### src/rtl/fetch_pkg.sv
// Shared constants for the instruction fetch stage: NOP encoding,
// next-PC select encodings, buffer depth and sequential PC step.
package fetch_pkg;

  localparam logic [31:0] NOP_INSTRUCTION = 32'h0000_0013;

  localparam logic [1:0] PC_SEL_SEQ    = 2'b00;
  localparam logic [1:0] PC_SEL_BRANCH = 2'b01;
  localparam logic [1:0] PC_SEL_JAL    = 2'b10;
  localparam logic [1:0] PC_SEL_JALR   = 2'b11;

  localparam int FETCH_BUFFER_DEPTH = 2;
  localparam int PC_INCREMENT       = 4;

  typedef logic [1:0] pc_sel_t;

endpackage

### src/rtl/fetch_buffer.sv
// Two-entry FIFO of {instruction, PC} between instruction memory and IF/ID.
// Flush empties it in one cycle; a push and a pop in the same cycle are both
// honoured. The caller guarantees no push when full and no pop when empty.
module fetch_buffer
  import fetch_pkg::*;
#(
  parameter int DATA_WIDTH   = 32,
  parameter int ADDRESS_BITS = 20
) (
  input  logic                    clock,
  input  logic                    reset,
  input  logic                    flush_i,
  input  logic                    push_i,
  input  logic [DATA_WIDTH-1:0]   push_data_i,
  input  logic [ADDRESS_BITS-1:0] push_pc_i,
  input  logic                    pop_i,
  output logic [DATA_WIDTH-1:0]   head_data_o,
  output logic [ADDRESS_BITS-1:0] head_pc_o,
  output logic [1:0]              count_o,
  output logic                    empty_o
);

  logic [DATA_WIDTH-1:0]   data_q [FETCH_BUFFER_DEPTH];
  logic [ADDRESS_BITS-1:0] pc_q   [FETCH_BUFFER_DEPTH];
  logic                    rd_ptr_q;
  logic                    wr_ptr_q;
  logic [1:0]              count_q;

  // Entry storage; validity is carried by count_q, so no reset is needed here.
  always_ff @(posedge clock) begin
    if (push_i && !flush_i) begin
      data_q[wr_ptr_q] <= push_data_i;
      pc_q[wr_ptr_q]   <= push_pc_i;
    end
  end

  // Read/write pointers and occupancy.
  always_ff @(posedge clock or negedge reset) begin
    if (!reset) begin
      rd_ptr_q <= 1'b0;
      wr_ptr_q <= 1'b0;
      count_q  <= 2'd0;
    end else if (flush_i) begin
      rd_ptr_q <= 1'b0;
      wr_ptr_q <= 1'b0;
      count_q  <= 2'd0;
    end else begin
      if (push_i) wr_ptr_q <= ~wr_ptr_q;
      if (pop_i)  rd_ptr_q <= ~rd_ptr_q;
      count_q <= count_q + {1'b0, push_i} - {1'b0, pop_i};
    end
  end

  assign head_data_o = data_q[rd_ptr_q];
  assign head_pc_o   = pc_q[rd_ptr_q];
  assign count_o     = count_q;
  assign empty_o     = (count_q == 2'd0);

endmodule

### src/rtl/fetch_unit.sv
// Instruction fetch stage: program counter, next-PC selection, instruction
// memory request/response handling with squash of stale responses, and a
// two-entry output buffer feeding IF/ID.
// Optional build macro FETCH_PERF_COUNTERS_EN adds saturating perf_fetched
// and perf_squashed counter outputs.
module fetch_unit
  import fetch_pkg::*;
#(
  parameter int                        CORE            = 0,
  parameter int                        DATA_WIDTH      = 32,
  parameter int                        ADDRESS_BITS    = 20,
  parameter logic [ADDRESS_BITS-1:0]   PROGRAM_ADDRESS = '0
) (
  input  logic                    clock,
  input  logic                    reset,
  input  logic [1:0]              next_PC_select,
  input  logic                    branch,
  input  logic [ADDRESS_BITS-1:0] branch_target,
  input  logic [ADDRESS_BITS-1:0] JAL_target,
  input  logic [ADDRESS_BITS-1:0] JALR_target,
  input  logic                    stall,
  output logic                    imem_req_valid,
  output logic [ADDRESS_BITS-1:0] imem_req_addr,
  input  logic                    imem_req_ready,
  input  logic                    imem_rsp_valid,
  input  logic [DATA_WIDTH-1:0]   imem_rsp_data,
  output logic [DATA_WIDTH-1:0]   instruction,
  output logic [ADDRESS_BITS-1:0] inst_PC,
  output logic                    inst_valid
`ifdef FETCH_PERF_COUNTERS_EN
  ,
  output logic [31:0]             perf_fetched,
  output logic [31:0]             perf_squashed
`endif
);

  // The core index only tags instances; it has no functional effect.
  if (CORE >= 0) begin : g_core_tag
  end

  logic                    redirect;
  logic [ADDRESS_BITS-1:0] target;
  logic                    pop;
  logic                    push;
  logic                    drop_rsp;
  logic                    accept;
  logic [2:0]              credits_used;

  logic [ADDRESS_BITS-1:0] fetch_pc_q, fetch_pc_d;
  logic [ADDRESS_BITS-1:0] rsp_pc_q, rsp_pc_d;
  logic [ADDRESS_BITS-1:0] last_pc_q;
  logic [1:0]              outstanding_q, outstanding_d;
  logic [1:0]              drop_count_q, drop_count_d;

  logic [DATA_WIDTH-1:0]   head_data;
  logic [ADDRESS_BITS-1:0] head_pc;
  logic [1:0]              buf_count;
  logic                    buf_empty;

  // Redirect decode and target selection.
  always_comb begin
    redirect = ((next_PC_select == PC_SEL_BRANCH) && branch) ||
               (next_PC_select == PC_SEL_JAL) ||
               (next_PC_select == PC_SEL_JALR);
    unique case (next_PC_select)
      PC_SEL_BRANCH: target = branch_target;
      PC_SEL_JAL:    target = JAL_target;
      PC_SEL_JALR:   target = JALR_target;
      default:       target = fetch_pc_q;
    endcase
  end

  // Credit check: the slot freed by a same-cycle pop is counted as available,
  // which keeps one request per cycle flowing with a 1-cycle memory while
  // still bounding outstanding + buffered at the buffer depth.
  always_comb begin
    pop          = !stall && !buf_empty && !redirect;
    credits_used = {1'b0, outstanding_q} + {1'b0, buf_count} - {2'b00, pop};
    imem_req_valid = reset && !redirect &&
                     (credits_used < 3'(FETCH_BUFFER_DEPTH));
    accept   = imem_req_valid && imem_req_ready;
    drop_rsp = imem_rsp_valid && (drop_count_q != 2'd0);
    push     = imem_rsp_valid && (drop_count_q == 2'd0) && !redirect;
  end

  // Next-state for PC, response-PC tracker, outstanding and drop counters.
  always_comb begin
    fetch_pc_d    = fetch_pc_q;
    rsp_pc_d      = rsp_pc_q;
    outstanding_d = outstanding_q + {1'b0, accept} - {1'b0, imem_rsp_valid};
    drop_count_d  = drop_count_q;
    if (redirect) begin
      // Everything still in flight belongs to the old path; the response
      // landing this cycle is discarded here and must not be counted again.
      fetch_pc_d   = target;
      rsp_pc_d     = target;
      drop_count_d = outstanding_q - {1'b0, imem_rsp_valid};
    end else begin
      if (accept)   fetch_pc_d   = fetch_pc_q + ADDRESS_BITS'(PC_INCREMENT);
      if (push)     rsp_pc_d     = rsp_pc_q + ADDRESS_BITS'(PC_INCREMENT);
      if (drop_rsp) drop_count_d = drop_count_q - 2'd1;
    end
  end

  // Fetch state registers.
  always_ff @(posedge clock or negedge reset) begin
    if (!reset) begin
      fetch_pc_q    <= PROGRAM_ADDRESS;
      rsp_pc_q      <= PROGRAM_ADDRESS;
      last_pc_q     <= PROGRAM_ADDRESS;
      outstanding_q <= 2'd0;
      drop_count_q  <= 2'd0;
    end else begin
      fetch_pc_q    <= fetch_pc_d;
      rsp_pc_q      <= rsp_pc_d;
      outstanding_q <= outstanding_d;
      drop_count_q  <= drop_count_d;
      if (!buf_empty) last_pc_q <= head_pc;
    end
  end

  fetch_buffer #(
    .DATA_WIDTH   (DATA_WIDTH),
    .ADDRESS_BITS (ADDRESS_BITS)
  ) u_fetch_buffer (
    .clock       (clock),
    .reset       (reset),
    .flush_i     (redirect),
    .push_i      (push),
    .push_data_i (imem_rsp_data),
    .push_pc_i   (rsp_pc_q),
    .pop_i       (pop),
    .head_data_o (head_data),
    .head_pc_o   (head_pc),
    .count_o     (buf_count),
    .empty_o     (buf_empty)
  );

  assign imem_req_addr = fetch_pc_q;
  assign inst_valid    = !buf_empty;
  assign instruction   = buf_empty ? DATA_WIDTH'(NOP_INSTRUCTION) : head_data;
  assign inst_PC       = buf_empty ? last_pc_q : head_pc;

`ifdef FETCH_PERF_COUNTERS_EN
  logic [31:0] perf_fetched_q;
  logic [31:0] perf_squashed_q;
  logic [1:0]  squash_inc;
  logic [32:0] fetched_sum;
  logic [32:0] squashed_sum;

  // Squashed = responses dropped by the drop counter plus whatever a redirect
  // discards (buffered entries and the response landing that cycle).
  always_comb begin
    squash_inc   = redirect ? (buf_count + {1'b0, imem_rsp_valid})
                            : {1'b0, drop_rsp};
    fetched_sum  = {1'b0, perf_fetched_q} + {32'd0, push};
    squashed_sum = {1'b0, perf_squashed_q} + {31'd0, squash_inc};
  end

  // Saturating event counters.
  always_ff @(posedge clock or negedge reset) begin
    if (!reset) begin
      perf_fetched_q  <= 32'd0;
      perf_squashed_q <= 32'd0;
    end else begin
      perf_fetched_q  <= fetched_sum[32]  ? 32'hFFFF_FFFF : fetched_sum[31:0];
      perf_squashed_q <= squashed_sum[32] ? 32'hFFFF_FFFF : squashed_sum[31:0];
    end
  end

  assign perf_fetched  = perf_fetched_q;
  assign perf_squashed = perf_squashed_q;
`else
  // Counters are not built; behaviour is otherwise identical.
`endif

endmodule
### config.mk
export PLATFORM = sky130hd
export DESIGN_NAME = fetch_unit
export DESIGN_NICKNAME = d
export VERILOG_FILES = /design/src/rtl/fetch_pkg.sv /design/src/rtl/fetch_buffer.sv /design/src/rtl/fetch_unit.sv
export SDC_FILE = /design/constraint.sdc
export NUM_CORES = 1
export LEC_CHECK = 0
export BUFFER_PORTS_ARGS = -buffer_cell sky130_fd_sc_hd__buf_2
export CAP_MARGIN = 20
export CELL_PAD_IN_SITES_DETAIL_PLACEMENT = 0
export CELL_PAD_IN_SITES_GLOBAL_PLACEMENT = 1
export CORE_MARGIN = 3
export CORE_UTILIZATION = 43
export DETAILED_ROUTE_END_ITERATION = 8
export GPL_TIMING_DRIVEN = 0
export PLACE_DENSITY = 0.88
export SYNTH_ARGS = -nofsm -noshare
export SYNTH_HDL_FRONTEND = slang
export SYNTH_SLANG_ARGS = --single-unit
### constraint.sdc
create_clock -name clock -period 5.9 [get_ports clock]
set_clock_uncertainty 0.1 [all_clocks]
set_input_delay 1.77 -clock clock [delete_from_list [all_inputs] [get_ports clock]]
set_output_delay 1.77 -clock clock [all_outputs]
set_load 0.01 [all_outputs]
==> reports/metrics.yaml <==
final_cells: 1023
placed_cells: 992
status: "finished clean"
cts_buffers: 17
synthTopCellsByArea: "edfxtp_1 41%, dfrtp_1 22%, mux2i_1 8.3%"
whs_ps: 393
setup.worst_path.start: "branch"
rr_endpoint: "imem_req_addr[19]"
synth_area_um2: 7600
fin_area_um2: 9450
r2r_cells: 12
setup_tns_ps: 0
cts_tree: "built"
synthCells: 597
r2r-start: "u_fetch_buffer.count_o[1]"
arrival_ps: 3900
grt_start_max_net_pins: 69
rows: 47
max_slew_margin_pct: 38.7
totalWireLength_um: 17600
cts_max_level: 4
port_buffers: 172
drt_iter0_drc: 337
path_clk_slew_ps: 60
route.vias.total: 5339
ant_nets: 0
die_w_um: 139
area_growth_pct: 24.4
die_h_um: 139
start_util_pct: 44.9
ctsRootBufferMaster: "clkbuf_16"
drive_gt1_share_pct: 31.0
yosys_warnings: 0
yosysTopAreaCell: "edfxtp_1"
place_ws_ps: -850
drc: 0
antenna_found_initial: 0
overflow: 0
grt_pass1_vias: 5343
worst-setup-path-type: "primary input to output port"
synth_seq_cells: 170
startpoint_type: "primary input"
grt_usage_pct: 18.3
hpwl_um: 12800
crit_path_end: "imem_req_valid"
fin_crit_ps: 5770
syn_nets: 706
vdd_drop_max_v: 0.000222
grt_pass1_wl_um: 28100
synth.distinct_cells: 50
clkSinkCount: 170
path_max_fanout: 18
place_area_um2: 8820
p_leak_nw: 3.79
viasPerCell: 5.22
crit_required_ps: 4030
yosysSeqAreaShare_pct: 62.9
io_pins: 174
wl_per_cell_um: 17.2
synth_ff_type: "edfxtp_1"
drv_cap: 0
r2r_slack_ps: 1890
dr.pass1.iters: 5
slew_viol_final: 0
rsz0062_at_grt: "false"
finalWorstSetupSlack_ps: 126
diodes: 0
cp-end-kind: "output port"
clock_latency_ps: 420
async_reset_ff_share_pct: 38.8
core_um2: 16900
min_path_type: "flip-flop to flip-flop"
fmax_ghz: 0.173
setup_violations: 0
min_period_over_period_pct: 97.9
synth_edf_count: 104
ctsHoldBuffers: 0
syn_avg_cell_area_um2: 12.7
finalHoldViolations: 0
worstMarginPinSlew_ps: 917
die_area_um2: 19300
ctsLongestPathBuffers: 2
cts_setup_buffers: 0
fin_nets: 899
synth_top_area_share_pct: 41.1
gp_congestion: 0.873
p_per_area_nw_per_um2: 350
per-stage QoR:
stage	total power [W]	utilization, %
final	0.00331	55.8
after global routing	0.00347	55.8
after CTS	0.00333	55.7
after detailed placement	0.00220	52.1
after global placement	0.00217	51.6
after floorplan	0.00190	-
synthesized netlist by cell type, types with 3 or more instances:
cell         n
edfxtp_1   104
dfrtp_1     66
mux2i_1     63
nand2_1     51
nor2_1      49
o21ai_0     44
a21oi_1     29
xnor2_1     17
clkbuf_1    15
nand3_1     14
mux2_2      13
nand4_1     11
xor2_1      11
inv_1       10
nor3b_1     10
and3_1       9
buf_2        8
ha_1         8
a2bb2oi_1    5
a31oi_1      5
nor3_1       5
o31ai_1      5
buf_4        4
o22a_1       4
a41oi_1      3
metal layers:
metal | vias up | wire length, um | global-route usage, %
met5 | - | 0 | 0
met4 | 0 | 158 | 4.38
met3 | 13 | 1410 | 6.10
met1 | 2528 | 7820 | 24.7
li1 | 2579 | - | -
met2 | 219 | 8210 | 28.8
registers in the layout, indices dropped and copies added, names as in the netlist:
register and flops:
rsp_pc_q 19, u_fetch_buffer.data_q 64, u_fetch_buffer.pc_q 40, last_pc_q 20, outstanding_q 2, drop_count_q 2, imem_req_addr 19, u_fetch_buffer.count_o 2
u_fetch_buffer.rd_ptr_q 1, u_fetch_buffer.wr_ptr_q 1
power by group:
part / switching, W / internal (W)
Sequential: 0.0000884 / 0.00143
Combinational: 0.000411 / 0.000279
Clock: 0.000445 / 0.000660
repair_timing:
item / CTS / global route
setup endpoints to repair: 1 / 1
resized for setup: 6 / 3
pin swaps: 0 / 1
worst min-delay path by stage:
| stage | from | end | slack [ps] | cells past startpoint |
|---|---|---|---|---|
| after detailed placement | rsp_pc_q[18] | u_fetch_buffer.pc_q[0][18] | 380 | 0 |
| after floorplan | rsp_pc_q[18] | u_fetch_buffer.pc_q[0][18] | 350 | 0 |
| final | last_pc_q[16] | last_pc_q[16] | 390 | 2 |
| after global placement | rsp_pc_q[18] | u_fetch_buffer.pc_q[0][18] | 370 | 0 |
| after CTS | last_pc_q[19] | last_pc_q[19] | 390 | 2 |
| after global routing | last_pc_q[3] | last_pc_q[3] | 410 | 2 |
layout by cell type (no fill, tap or decap), types with 3 or more instances in the layout:
cell type and n:
clkbuf_16 17, and3_1 8, a21oi_1 29, clkbuf_1 16, xor2_1 11, buf_2 179
nand3_1 14, dfrtp_1 66, clkinv_1 3, and3_2 3, edfxtp_1 104, o22a_1 4
nor3b_1 10, o31ai_1 5, bufinv_16 3, ha_1 8, clkinvlp_4 5, o21ai_0 44
xnor2_1 16, nor2_1 49, mux2_2 13, inv_1 10, mux2i_1 63, a41oi_1 3
nand4_1 11, a31oi_1 5, buf_4 5, nand2_1 50, a2bb2oi_1 5
cell type report:
| cell class | count | area, um^2 |
|---|---|---|
| inverters | 10 | 37.5 |
| plain buffers | 31 | 171 |
| clock buffers | 19 | 433 |
| fillers | 1453 | 7490 |
| repair buffers | 175 | 938 |
| well taps | 220 | 275 |
| clock inverters | 13 | 153 |
| multi-input cells | 385 | 2670 |
| flip-flops and latches | 170 | 4770 |
cell families (layout without fill, tap and decap cells):
group | Yosys count | in the layout | synth area share (%)
adders and majority gates | 9 | 9 | 1.58
AOI/OAI and AO/OA | 105 | 105 | 8.15
buffers and inverters | 42 | 248 | 2.78
xor gates and xnor gates | 28 | 28 | 3.23
muxes | 76 | 76 | 10.2
DFF | 170 | 170 | 62.9
and+or+nand+nor | 167 | 167 | 11.2
worst max-delay path: stages:
cell and delay, ps:
buf_2 170, nand2_4 130, nand2b_1 90, buf_8 170, nor3_4 180, ha_1 250, inv_1 80, nand2_1 80
fa_2 570, nand2_1 80, nor3_2 150, buf_2 160
Power figures use the tool's default switching activity.
